$ cat config.mk
export PLATFORM = sky130hd
export DESIGN_NAME = and_ff_pipe
export DESIGN_NICKNAME = d
export VERILOG_FILES = /design/src/rtl/and_ff_pipe_pkg.sv /design/src/rtl/and_ff_pipe_slice.sv /design/src/rtl/and_ff_pipe.sv
export SDC_FILE = /design/constraint.sdc
export NUM_CORES = 1
export LEC_CHECK = 0
export BUFFER_PORTS_ARGS = -buffer_cell sky130_fd_sc_hd__buf_4
export CAP_MARGIN = 5
export CORE_ASPECT_RATIO = 1.25
export CORE_UTILIZATION = 55
export DETAILED_ROUTE_END_ITERATION = 12
export MAX_ROUTING_LAYER = met4
export PLACE_DENSITY = 0.83
export SLEW_MARGIN = 20
export SYNTH_ARGS = -nofsm -noshare
export SYNTH_HDL_FRONTEND = slang
export SYNTH_SLANG_ARGS = --single-unit
$ cat constraint.sdc
create_clock -name clk -period 3.52 [get_ports clk]
set_input_delay 0.352 -clock clk [delete_from_list [all_inputs] [get_ports clk]]
set_output_delay 0.352 -clock clk [all_outputs]
set_load 0.005 [all_outputs]
$ cat src/rtl/and_ff_pipe_pkg.sv
// rtl/and_ff_pipe_pkg.sv - shared types, defaults and op helper for and_ff_pipe
package and_ff_pkg;

  localparam int DEFAULT_WIDTH = 8;
  localparam int DEFAULT_DEPTH = 2;

  typedef enum logic [1:0] {
    OP_AND  = 2'd0,
    OP_OR   = 2'd1,
    OP_XOR  = 2'd2,
    OP_NAND = 2'd3
  } op_e;

  // Bitwise unit: callers apply it per bit, so it works for any WIDTH.
  function automatic logic apply_op(input logic a, input logic b, input op_e op);
    logic r;
    r = 1'b0;
    case (op)
      OP_AND:  r = a & b;
      OP_OR:   r = a | b;
      OP_XOR:  r = a ^ b;
      OP_NAND: r = ~(a & b);
    endcase
    return r;
  endfunction

endpackage

$ cat src/rtl/and_ff_pipe_slice.sv
// rtl/and_ff_pipe_slice.sv - one valid+data pipeline register with load/hold
module pipe_slice #(
  parameter int WIDTH = 8
) (
  input  logic             clk,
  input  logic             rst,
  input  logic             load,
  input  logic             src_valid,
  input  logic [WIDTH-1:0] src_data,
  output logic             valid_q,
  output logic [WIDTH-1:0] data_q
);

  logic             valid_d;
  logic [WIDTH-1:0] data_d;

  // Loading an empty source leaves a bubble but keeps the old data visible.
  always_comb begin
    valid_d = valid_q;
    data_d  = data_q;
    if (load) begin
      valid_d = src_valid;
      if (src_valid) begin
        data_d = src_data;
      end
    end
  end

  always_ff @(posedge clk) begin
    if (rst) begin
      valid_q <= 1'b0;
      data_q  <= '0;
    end else begin
      valid_q <= valid_d;
      data_q  <= data_d;
    end
  end

endmodule

$ cat src/rtl/and_ff_pipe.sv
// rtl/and_ff_pipe.sv - enable-gated, valid/ready pipelined bitwise logic unit
module and_ff_pipe
  import and_ff_pkg::*;
#(
  parameter int WIDTH = DEFAULT_WIDTH,
  parameter int DEPTH = DEFAULT_DEPTH
) (
  input  logic             clk,
  input  logic             rst,
  input  logic             enable,
  input  logic             in_valid,
  output logic             in_ready,
  input  logic [WIDTH-1:0] a,
  input  logic [WIDTH-1:0] b,
  input  logic [1:0]       op,
  output logic             out_valid,
  input  logic             out_ready,
  output logic [WIDTH-1:0] z
);

  logic [WIDTH-1:0] op_result;
  logic [DEPTH-1:0] stage_valid;
  logic [DEPTH-1:0] stage_load;
  logic [DEPTH-1:0] stage_move;
  logic [DEPTH-1:0] src_valid;
  logic [WIDTH-1:0] stage_data [DEPTH];
  logic [WIDTH-1:0] src_data   [DEPTH];

  always_comb begin
    op_result = '0;
    for (int i = 0; i < WIDTH; i++) begin
      op_result[i] = apply_op(a[i], b[i], op_e'(op));
    end
  end

  // Ready ripples back from the consumer in one cycle, so a full pipe still
  // accepts a beat on the same edge it drains one.
  always_comb begin
    stage_move = '0;
    stage_load = '0;
    stage_move[DEPTH-1] = stage_valid[DEPTH-1] & out_ready & enable & ~rst;
    stage_load[DEPTH-1] = enable & ~rst & (~stage_valid[DEPTH-1] | stage_move[DEPTH-1]);
    for (int k = DEPTH - 2; k >= 0; k--) begin
      stage_move[k] = stage_valid[k] & stage_load[k+1];
      stage_load[k] = enable & ~rst & (~stage_valid[k] | stage_move[k]);
    end
  end

  for (genvar k = 0; k < DEPTH; k++) begin : g_stage
    if (k == 0) begin : g_head
      assign src_valid[k] = in_valid;
      assign src_data[k]  = op_result;
    end else begin : g_tail
      assign src_valid[k] = stage_valid[k-1];
      assign src_data[k]  = stage_data[k-1];
    end

    pipe_slice #(
      .WIDTH(WIDTH)
    ) u_slice (
      .clk      (clk),
      .rst      (rst),
      .load     (stage_load[k]),
      .src_valid(src_valid[k]),
      .src_data (src_data[k]),
      .valid_q  (stage_valid[k]),
      .data_q   (stage_data[k])
    );
  end

  assign in_ready  = stage_load[0];
  assign out_valid = stage_valid[DEPTH-1] & ~rst;
  assign z         = stage_data[DEPTH-1];

endmodule
==> results of run 1 <==
==> worst register-to-register path, cell delays in order, from the launching register on <==
cell and delay, ns:
dfxtp_1 0.33, nor2b_4 0.14, a211oi_4 0.60, nor2_1 0.12
a211oi_2 0.22
==> report_power, final <==
group | switching, mW | internal (mW)
sequential | 0.00397 | 0.210
clock | 0.0586 | 0.0630
combinational | 0.0466 | 0.0438
total | 0.109 | 0.317
==> cells by family (layout without fill, tap and decap cells) <==
kind of cell,Yosys count,count (layout),share of synthesized area (%)
compound gates,37,37,21.5
fa+ha+maj,16,16,16.9
buf+inv,26,54,9.31
flops,18,18,30.5
mux,8,8,6.77
simple gates,40,40,15.0
==> final timing paths <==
path	start	to	slack [ns]	cells past startpoint
worst max-delay path	g_stage[1].u_slice.valid_q$_SDFFE_PP0P_	g_stage[0].u_slice.data_q[7]$_SDFFE_PP0P_	2.03	4
worst max register to register	g_stage[1].u_slice.valid_q$_SDFFE_PP0P_	g_stage[0].u_slice.data_q[7]$_SDFFE_PP0P_	2.03	4
worst min-delay path	in_valid	g_stage[0].u_slice.valid_q$_SDFFE_PP0P_	0.36	3
worst min register to register	g_stage[0].u_slice.data_q[2]$_SDFFE_PP0P_	g_stage[0].u_slice.data_q[2]$_SDFFE_PP0P_	0.51	2
==> per-layer routing <==
metal  GRT usage, %  share of wire (%)
met1           21.2                 42
met2           41.2                 55
met3           3.02                2.6
met4           12.5                  0
met5              -                  0
==> sequential cells by signal, summed over array words and instances, names as in the netlist <==
signal / count
g_stage.u_slice.valid_q: 2
g_stage.u_slice.data_q: 16
==> final cells by class <==
type	count	area (sq um)	area share, %
multi-input combinational	101	712	49.3
inverter	17	63.8	4.42
tap	20	25.0	1.73
clock buffer	4	36.3	2.51
sequential	18	360	24.9
timing repair buffer	33	248	17.1
==> metrics by stage <==
stage	cells	setup slack [ns]	instance area (sq um)
2_1_floorplan	145	2.28	1180
3_3_place_gp	189	2.04	1410
3_5_place_dp	189	1.96	1410
4_1_cts	193	2.01	1450
5_1_grt	193	1.85	1450
6_report	193	2.03	1450
==> cell usage in the layout, fill, tap and decap left out, drive strengths merged <==
cell type | synthesis | layout
buf | 6 | 33
nor2 | 32 | 32
a21oi | 18 | 18
dfxtp | 18 | 18
inv | 17 | 17
ha | 16 | 16
a211oi | 16 | 16
mux2i | 8 | 8
clkbuf | 3 | 4
nor2b | 3 | 3
nor3b | 2 | 2
nand2 | 2 | 2
nand2b | 1 | 1
o21ai | 1 | 1
a22oi | 1 | 1
a221oi | 1 | 1
==> results.md, run 1 <==
* Outcome: finished, violations left
* Failing checks: design-rule violations
* Number of global-route vias before repair at 916
* Post_cts resized at 0
* Post-synth top cells: 32 x nor2_1, 18 x a21oi_1, 18 x dfxtp_1
* CTS tree: built
* Initial antenna violation count at 0
* Crit end category: flip-flop
* Leakage power at 0.677 nW
* Share of layout cells above drive strength 1 at 24.3%
* CP max stage cell: a211oi_4
* Core ar. at 2000 sq um
* IO Port Bufs at 32
* Crit-path max cell delay at 0.59 ns
* Synth async-reset ratio at 0%
* CP Launch Type: flip-flop
* Antenna cells at 0
* Setup CP Type: reg2reg
* Critical path peak fanout at 16
* DIE WIDTH at 43.5 um
* FMAX at 0.670 GHz
* CP bufs+invs at 0
* Worst Path Arrival at 1.71 ns
* Final WL at 2.18 mm
* Most frequent cell after synthesis: nor2_1
* Yosys Warn Count at 0
* Clock buffer depth at 2
* Most used DFF post-synth: dfxtp_1
* RSZ-0062 raised after global routing: no
* WL/cell at 11.3 um
* Pin count of the biggest net entering global routing at 32
* Hold_buf cts at 0
* Setup TNS at 0 ns
* Max H-tree Level at 1
* Die area at 2340 sq um
* FP Rows at 18
* Post-synth top area share at 30.5%
* Pwr Total at 0.426 mW
* Post-Route Skew at 0.00192 ns
* Pre-Repair DR Iteration Count at 8
* Synth area leader: dfxtp_1
* First DRT Iteration DRCs at 15
* Layout Area Growth over Synthesis at 22.2%
* DIE HEIGHT at 53.8 um
* Synthesized area per cell at 8.15 sq um
* Cells after synthesis at 145
* Worst Path Required at 3.73 ns
* I/O Pins at 33
* Detail Route Antenna Nets at 0
* Setup Viol. Count Final at 0
* Via count at 1,051
* Clock sink total at 18
* Hold slack at 0.357 ns
* Post-CTS setup buffer count at 0
* Cell area after synthesis at 1180 sq um
* Max-cap violations at 0
* Slew Limit Fails at 0
* Most area-consuming cells after synthesis: dfxtp_1 30%, ha_1 17%, nor2_1 10%, a211oi_1 8.3%, a21oi_1 7.6%
* Overflow after GRT at 0
* Final Cycle Share at 42.4%
* EDFF count, synth at 0
* Vias per Instance at 5.45
* Sequential area share after synthesis at 30.5%
* Skew-Pair Late Insertion Delay at 0.29 ns
* Yosys reg bits at 18
* Power per cell area at 295 nW/um^2
* Total GRT Usage at 21.8%
* Final hold vios at 0
* Peak supply drop at 0.152 mV
* Placer Congestion at 0.677
* CP delay by family, top: compound AO/OA/AOI/OAI gates
* DP HPWL at 1.71 mm
* Hold Crit Class: in2reg
* Worst-Margin Slew at 0.649 ns
* CP Cell Sequence: nor2b_4, a211oi_4, nor2_1, a211oi_2
* Clock buffer count from CTS at 3
* Clock slew at reported path FFs at 0.09 ns
* Utilization after layout at 72.1%
* Nets at 213
* Unique masters post-synth at 22
* Drt drc at 6
* Relative slew slack at 56.6%
* Post-Syn Nets at 184
* First-pass GRT wire length at 3.64 mm
* Initial Util at 59.0%
* Tmin final at 1.49 ns
* Fillers at 169
* Clock Root Buffer: clkbuf_4
Power figures use the tool's default switching activity.
==> run 2: changes to the inputs <==
--- a/config.mk
+++ b/config.mk
@@ -8,10 +8,10 @@
 export BUFFER_PORTS_ARGS = -buffer_cell sky130_fd_sc_hd__buf_4
 export CAP_MARGIN = 5
 export CORE_ASPECT_RATIO = 1.25
-export CORE_UTILIZATION = 55
+export CORE_UTILIZATION = 51
 export DETAILED_ROUTE_END_ITERATION = 12
 export MAX_ROUTING_LAYER = met4
-export PLACE_DENSITY = 0.83
+export PLACE_DENSITY = 0.78
 export SLEW_MARGIN = 20
 export SYNTH_ARGS = -nofsm -noshare
 export SYNTH_HDL_FRONTEND = slang
==> constraint.sdc (replaced) <==
create_clock -name clk -period 1.4 [get_ports clk]
set_input_delay 0.14 -clock clk [delete_from_list [all_inputs] [get_ports clk]]
set_output_delay 0.14 -clock clk [all_outputs]
set_load 0.005 [all_outputs]
==> results.md, run 2 (synthesis results as in run 1) <==
* Outcome: finished, final reports clean
* Placer Congestion at 0.715 (+5.6%)
* Worst Path Arrival at 1.48 ns (-0.23 ns)
* Peak supply drop at 0.361 mV (+140%)
* Total GRT Usage at 19.9% (-1.9 points)
* Dpl ws at 0.151 ns (-1.81 ns)
* Antenna cells at 0 (unchanged)
* CP Cell Sequence: nor2b_4, a211oi_4, buf_12, nor2_1, a211oi_2
* Clock sink total at 18 (unchanged)
* Clock buffer count from CTS at 3 (unchanged)
* Clock buffer depth at 2 (unchanged)
* Clock Root Buffer: clkbuf_4
* I/O Pins at 33 (unchanged)
* Placed standard-cell area at 1450 sq um (+2.9%)
* Pre-Repair DR Iteration Count at 6 (-2)
* Detail Route Antenna Nets at 0 (unchanged)
* Initial antenna violation count at 0 (unchanged)
* Slew Limit Fails at 0 (unchanged)
* Core ar. at 2190 sq um (+9.1%)
* Area of the multi-input gates at 712 sq um (unchanged)
* Max reg flops at 16 (unchanged)
* Share of layout cells above drive strength 1 at 24.7% (+0.44 points)
* Pin count of the biggest net entering global routing at 32 (unchanged)
* CP delay by family, top: compound AO/OA/AOI/OAI gates
* Biggest register: g_stage.u_slice.data_q
* Setup TNS at 0 ns (unchanged)
* Register Area at 360 sq um (unchanged)
* Layout Area Growth over Synthesis at 24.6%
* Worst-Margin Slew at 0.270 ns (-0.378 ns)
* Final WL at 2.09 mm (-4.3%)
* FMAX at 0.784 GHz (+17%)
* WL/cell at 10.2 um (-9.9%)
* First DRT Iteration DRCs at 5 (-10)
* Post-CTS setup buffer count at 0 (unchanged)
* Setup CP Type: reg2reg
* Top Registers: g_stage.u_slice.data_q: 16 flops, g_stage.u_slice.valid_q: 2 flops
* CP Launch Type: flip-flop
* Clock slew at reported path FFs at 0.09 ns (about the same)
* Utilization after layout at 67.3% (-4.8 points)
* Nets at 215 (+0.94%)
* Worst Path Required at 1.60 ns (-2.13 ns)
* Skew-Pair Late Insertion Delay at 0.28 ns (about the same)
* Overflow after GRT at 0 (unchanged)
* Hold Crit Class: in2reg
* Initial Util at 54.1% (-4.9 points)
* Setup Viol. Count Final at 0 (unchanged)
* Power per cell area at 689 nW/um^2 (+130%)
* Post-Route Skew at 0.00363 ns (+0.00170 ns)
* Final hold vios at 0 (unchanged)
* Drt drc at 0 (-6)
* Final Cycle Share at 91.1% (+49 points)
* First-pass GRT wire length at 3.73 mm (+2.4%)
* Crit-path max cell delay at 0.33 ns (-0.26 ns)
* Post_cts resized at 0 (unchanged)
* IO Port Bufs at 32 (unchanged)
* CP max stage cell: dfxtp_1
* Pwr Total at 1.01 mW (+140%)
* FP Rows at 19 (+1)
* Via count at 1,028 (-2.2%)
* CP bufs+invs at 1 (+1)
* DIE HEIGHT at 55.8 um (+3.7%)
* Crit end category: flip-flop
* Relative slew slack at 82.0% (+25 points)
* Critical path peak fanout at 16 (unchanged)
* Leakage power at 0.683 nW (+0.89%)
* Max H-tree Level at 1 (unchanged)
* Final worst slack at 0.125 ns (-1.90 ns)
* CTS tree: built
* Vias per Instance at 5.01 (-7.9%)
* Hold_buf cts at 0 (unchanged)
* Most common cell after layout, fill and taps aside: buf_4
* Final Instance Area at 1470 sq um (+1.9%)
* Number of global-route vias before repair at 956 (+4.4%)
* RSZ-0062 raised after global routing: no
* Commonest cells after routing, fill and taps aside: 34 x buf_4, 32 x nor2_1, 18 x a21oi_1, 18 x dfxtp_1, 17 x inv_1
* DIE WIDTH at 45.1 um (+3.7%)
* DP HPWL at 1.66 mm (-2.9%)
* Die area at 2520 sq um (+7.5%)
* Fillers at 191 (+13%)
* Max-cap violations at 0 (unchanged)
* Tmin final at 1.28 ns (-0.218 ns)
## run 2: cell count changes in the layout (fill, tap and decap cells not counted), sizes merged
cell    previous run  this run
buf               33        35
clkbuf             4         3
## run 2: cell type report
| type | count | share of cell area (%) |
|---|---|---|
| tap | 31 | 2.63 |
| timing repair buffer | 35 | 18.7 |
| multi-input combinational | 101 | 48.3 |
| sequential | 18 | 24.5 |
| clock buffer | 3 | 1.53 |
| inverter | 17 | 4.33 |
## run 2: worst paths after layout
path | end | slack [ns] | cells past startpoint | start
worst max-delay path | g_stage[0].u_slice.data_q[7]$_SDFFE_PP0P_ | 0.12 | 5 | g_stage[1].u_slice.valid_q$_SDFFE_PP0P_
worst min-delay path | g_stage[0].u_slice.valid_q$_SDFFE_PP0P_ | 0.16 | 3 | in_valid
worst max register to register | g_stage[0].u_slice.data_q[7]$_SDFFE_PP0P_ | 0.12 | 5 | g_stage[1].u_slice.valid_q$_SDFFE_PP0P_
worst min register to register | g_stage[1].u_slice.data_q[4]$_SDFFE_PP0P_ | 0.51 | 2 | g_stage[0].u_slice.data_q[4]$_SDFFE_PP0P_
## run 2: worst register-to-register path: cells and delay by family, from the launching register on
family	cells	cell delay [ns]
compound gates	2	0.48
buf+inv	1	0.18
flops	1	0.33
simple gates	2	0.20
## run 2: metrics by stage
| step | std cells | hold slack [ns] |
|---|---|---|
| 2_1_floorplan | 145 | 0.305 |
| 3_3_place_gp | 202 | 0.442 |
| 3_5_place_dp | 202 | 0.460 |
| 4_1_cts | 205 | 0.154 |
| 5_1_grt | 205 | 0.155 |
| 6_report | 205 | 0.155 |
## run 2: per-layer routing
layer / vias up / GRT usage [%] / wire length, um
met5: - / - / 0
met3: 4 / 0.974 / 56
met2: 24 / 33.7 / 1060
met1: 457 / 22.7 / 927
met4: 0 / 10.4 / 47
li1: 543 / - / -
## run 2: power by group
| group | internal (mW) | total (mW) | switching, mW | leakage, nW |
|---|---|---|---|---|
| clock | 0.0998 | 0.242 | 0.142 | 0.0138 |
| combinational | 0.116 | 0.234 | 0.118 | 0.523 |
| sequential | 0.528 | 0.538 | 0.0103 | 0.146 |
==> run 3: changes to the inputs <==
--- a/config.mk
+++ b/config.mk
@@ -8,10 +8,10 @@
 export BUFFER_PORTS_ARGS = -buffer_cell sky130_fd_sc_hd__buf_4
 export CAP_MARGIN = 5
 export CORE_ASPECT_RATIO = 1.25
-export CORE_UTILIZATION = 51
+export CORE_UTILIZATION = 44
 export DETAILED_ROUTE_END_ITERATION = 12
 export MAX_ROUTING_LAYER = met4
-export PLACE_DENSITY = 0.78
+export PLACE_DENSITY = 0.69
 export SLEW_MARGIN = 20
 export SYNTH_ARGS = -nofsm -noshare
 export SYNTH_HDL_FRONTEND = slang
==> results.md, run 3 (synthesis results as in run 1) <==
* Cell depth of the worst hold path at 3 (unchanged)
* Slew Limit Fails at 0 (unchanged)
* Post_cts resized at 0 (unchanged)
* Core ar. at 2480 sq um (+13%)
* Max H-tree Level at 1 (unchanged)
* FMAX at 0.793 GHz (+1.1%)
* Commonest cells after routing, fill and taps aside: 35 x buf_4, 32 x nor2_1, 18 x a21oi_1, 18 x dfxtp_1, 17 x inv_1
* Max reg flops at 16 (unchanged)
* Final worst slack at 0.138 ns (+0.0135 ns)
* Clock sink total at 18 (unchanged)
* Worst Path Required at 1.60 ns (about the same)
* Worst-Margin Slew at 0.271 ns (+0.000599 ns)
* Tmin final at 1.26 ns (-0.0135 ns)
* Pre-Repair DR Iteration Count at 4 (-2)
* Crit end category: flip-flop
* Drt drc at 0 (unchanged)
* Most common cell after layout, fill and taps aside: buf_4
* Antenna cells at 0 (unchanged)
* Post-CTS setup buffer count at 0 (unchanged)
* I/O Pins at 33 (unchanged)
* Skew-Pair Late Insertion Delay at 0.28 ns (about the same)
* Clock Root Buffer: clkbuf_4
* IO Port Bufs at 32 (unchanged)
* Clock slew at reported path FFs at 0.09 ns (about the same)
* Register Area at 360 sq um (unchanged)
* Worst R2R Setup Slack at 0.14 ns (about the same)
* Total GRT Usage at 16.8% (-3.2 points)
* DIE HEIGHT at 60.0 um (+7.4%)
* Vias per Instance at 4.90 (-2.3%)
* Share of layout cells above drive strength 1 at 26.1% (+1.4 points)
* Die area at 2900 sq um (+15%)
* Area of the multi-input gates at 717 sq um (+0.70%)
* Clock buffer count from CTS at 3 (unchanged)
* Utilization after layout at 60.6% (-6.7 points)
* Hold Crit Class: in2reg
* WL/cell at 9.83 um (-3.6%)
* Power per cell area at 718 nW/um^2 (+4.3%)
* Worst reg2reg path depth at 5 (unchanged)
* Hold path startpoint: in_valid
* CTS tree: built
* Final WL at 2.05 mm (-1.7%)
* WHS Endpoint: g_stage[0].u_slice.valid_q$_SDFFE_PP0P_
* Top Registers: g_stage.u_slice.data_q: 16 flops, g_stage.u_slice.valid_q: 2 flops
* Initial antenna violation count at 0 (unchanged)
* Hold_buf cts at 0 (unchanged)
* FP Rows at 20 (+1)
* Fillers at 233 (+22%)
* Worst r2r src: g_stage[1].u_slice.valid_q$_SDFFE_PP0P_
* Leakage power at 0.697 nW (+2.1%)
* Clock buffer depth at 2 (unchanged)
* Setup TNS at 0 ns (unchanged)
* DP HPWL at 1.66 mm (-0.29%)
* Setup CP Type: reg2reg
* Setup Viol. Count Final at 0 (unchanged)
* Outcome: finished, final reports clean
* Dpl ws at 0.0729 ns (-0.0777 ns)
* Nets at 216 (+0.47%)
* Post-Route Skew at 0.00636 ns (+0.00273 ns)
* Number of global-route vias before repair at 907 (-5.1%)
* RR Endpoint: g_stage[0].u_slice.data_q[2]$_SDFFE_PP0P_
* Pin count of the biggest net entering global routing at 32 (unchanged)
* Layout Area Growth over Synthesis at 27.0%
* Worst Path Arrival at 1.46 ns (-0.02 ns)
* Final hold vios at 0 (unchanged)
* Biggest register: g_stage.u_slice.data_q
* Critical path peak fanout at 16 (unchanged)
* DIE WIDTH at 48.4 um (+7.3%)
* Overflow after GRT at 0 (unchanged)
* First-pass GRT wire length at 3.67 mm (-1.7%)
* Via count at 1,024 (-0.39%)
* Placer Congestion at 0.769 (+7.5%)
* Relative slew slack at 81.9% (about the same)
* CP Launch Type: flip-flop
* Final Cycle Share at 90.1% (-0.97 points)
* Peak supply drop at 0.367 mV (+1.9%)
* First DRT Iteration DRCs at 19 (+14)
* Max-cap violations at 0 (unchanged)
* Detail Route Antenna Nets at 0 (unchanged)
* Initial Util at 47.7% (-6.3 points)
* RSZ-0062 raised after global routing: no
[run 3: changes by cell type in the layout (fill, tap and decap cells not counted), sizes merged]
cell / delta
buf: +1
clkbuf: +1
[run 3: layer usage]
metal	wire length (um)	global-route usage, %
met5	0	-
met3	57	1.53
met1	924	19.3
met2	1050	29.4
met4	24	8.82
[run 3: cell type report]
| type | instances | area share (%) |
|---|---|---|
| flip-flops and latches | 18 | 24.0 |
| multi-input cells | 101 | 47.8 |
| inverters | 17 | 4.25 |
| well taps | 33 | 2.75 |
| clock buffers | 4 | 2.42 |
| repair buffers | 36 | 18.8 |
[run 3: through the flow]
stage | hold WS (ns) | area (sq um) | power (mW) | instances
2_1_floorplan | 0.305 | 1180 | 0.694 | 145
5_1_grt | 0.149 | 1500 | 1.16 | 209
3_3_place_gp | 0.440 | 1460 | 0.774 | 205
3_5_place_dp | 0.448 | 1460 | 0.787 | 205
4_1_cts | 0.145 | 1500 | 1.09 | 209
6_report | 0.151 | 1500 | 1.08 | 209
[run 3: how the worst max path moves through the flow]
stage	from	to	slack (ns)	depth (start not counted)
3_5_place_dp	g_stage[1].u_slice.valid_q$_SDFFE_PP0P_	g_stage[1].u_slice.data_q[4]$_SDFFE_PP0P_	0.07	5
6_report	g_stage[1].u_slice.valid_q$_SDFFE_PP0P_	g_stage[0].u_slice.data_q[2]$_SDFFE_PP0P_	0.14	5
5_1_grt	g_stage[1].u_slice.valid_q$_SDFFE_PP0P_	g_stage[0].u_slice.data_q[2]$_SDFFE_PP0P_	0.08	5
2_1_floorplan	g_stage[1].u_slice.valid_q$_SDFFE_PP0P_	g_stage[0].u_slice.data_q[4]$_SDFFE_PP0P_	0.18	5
3_3_place_gp	g_stage[1].u_slice.valid_q$_SDFFE_PP0P_	g_stage[1].u_slice.data_q[7]$_SDFFE_PP0P_	0.15	5
4_1_cts	g_stage[1].u_slice.valid_q$_SDFFE_PP0P_	g_stage[1].u_slice.data_q[1]$_SDFFE_PP0P_	0.06	5
[run 3: critical path, cell delays in order, from the launching register on]
cell	delay [ns]
dfxtp_1	0.33
nor2b_4	0.14
a211oi_4	0.29
buf_12	0.18
nor2_1	0.04
a211oi_1	0.20
[run 3: power breakdown]
part           internal (mW)  switching [mW]
logic                  0.117           0.118
registers              0.528          0.0100
clock network          0.158           0.147
total                  0.803           0.276
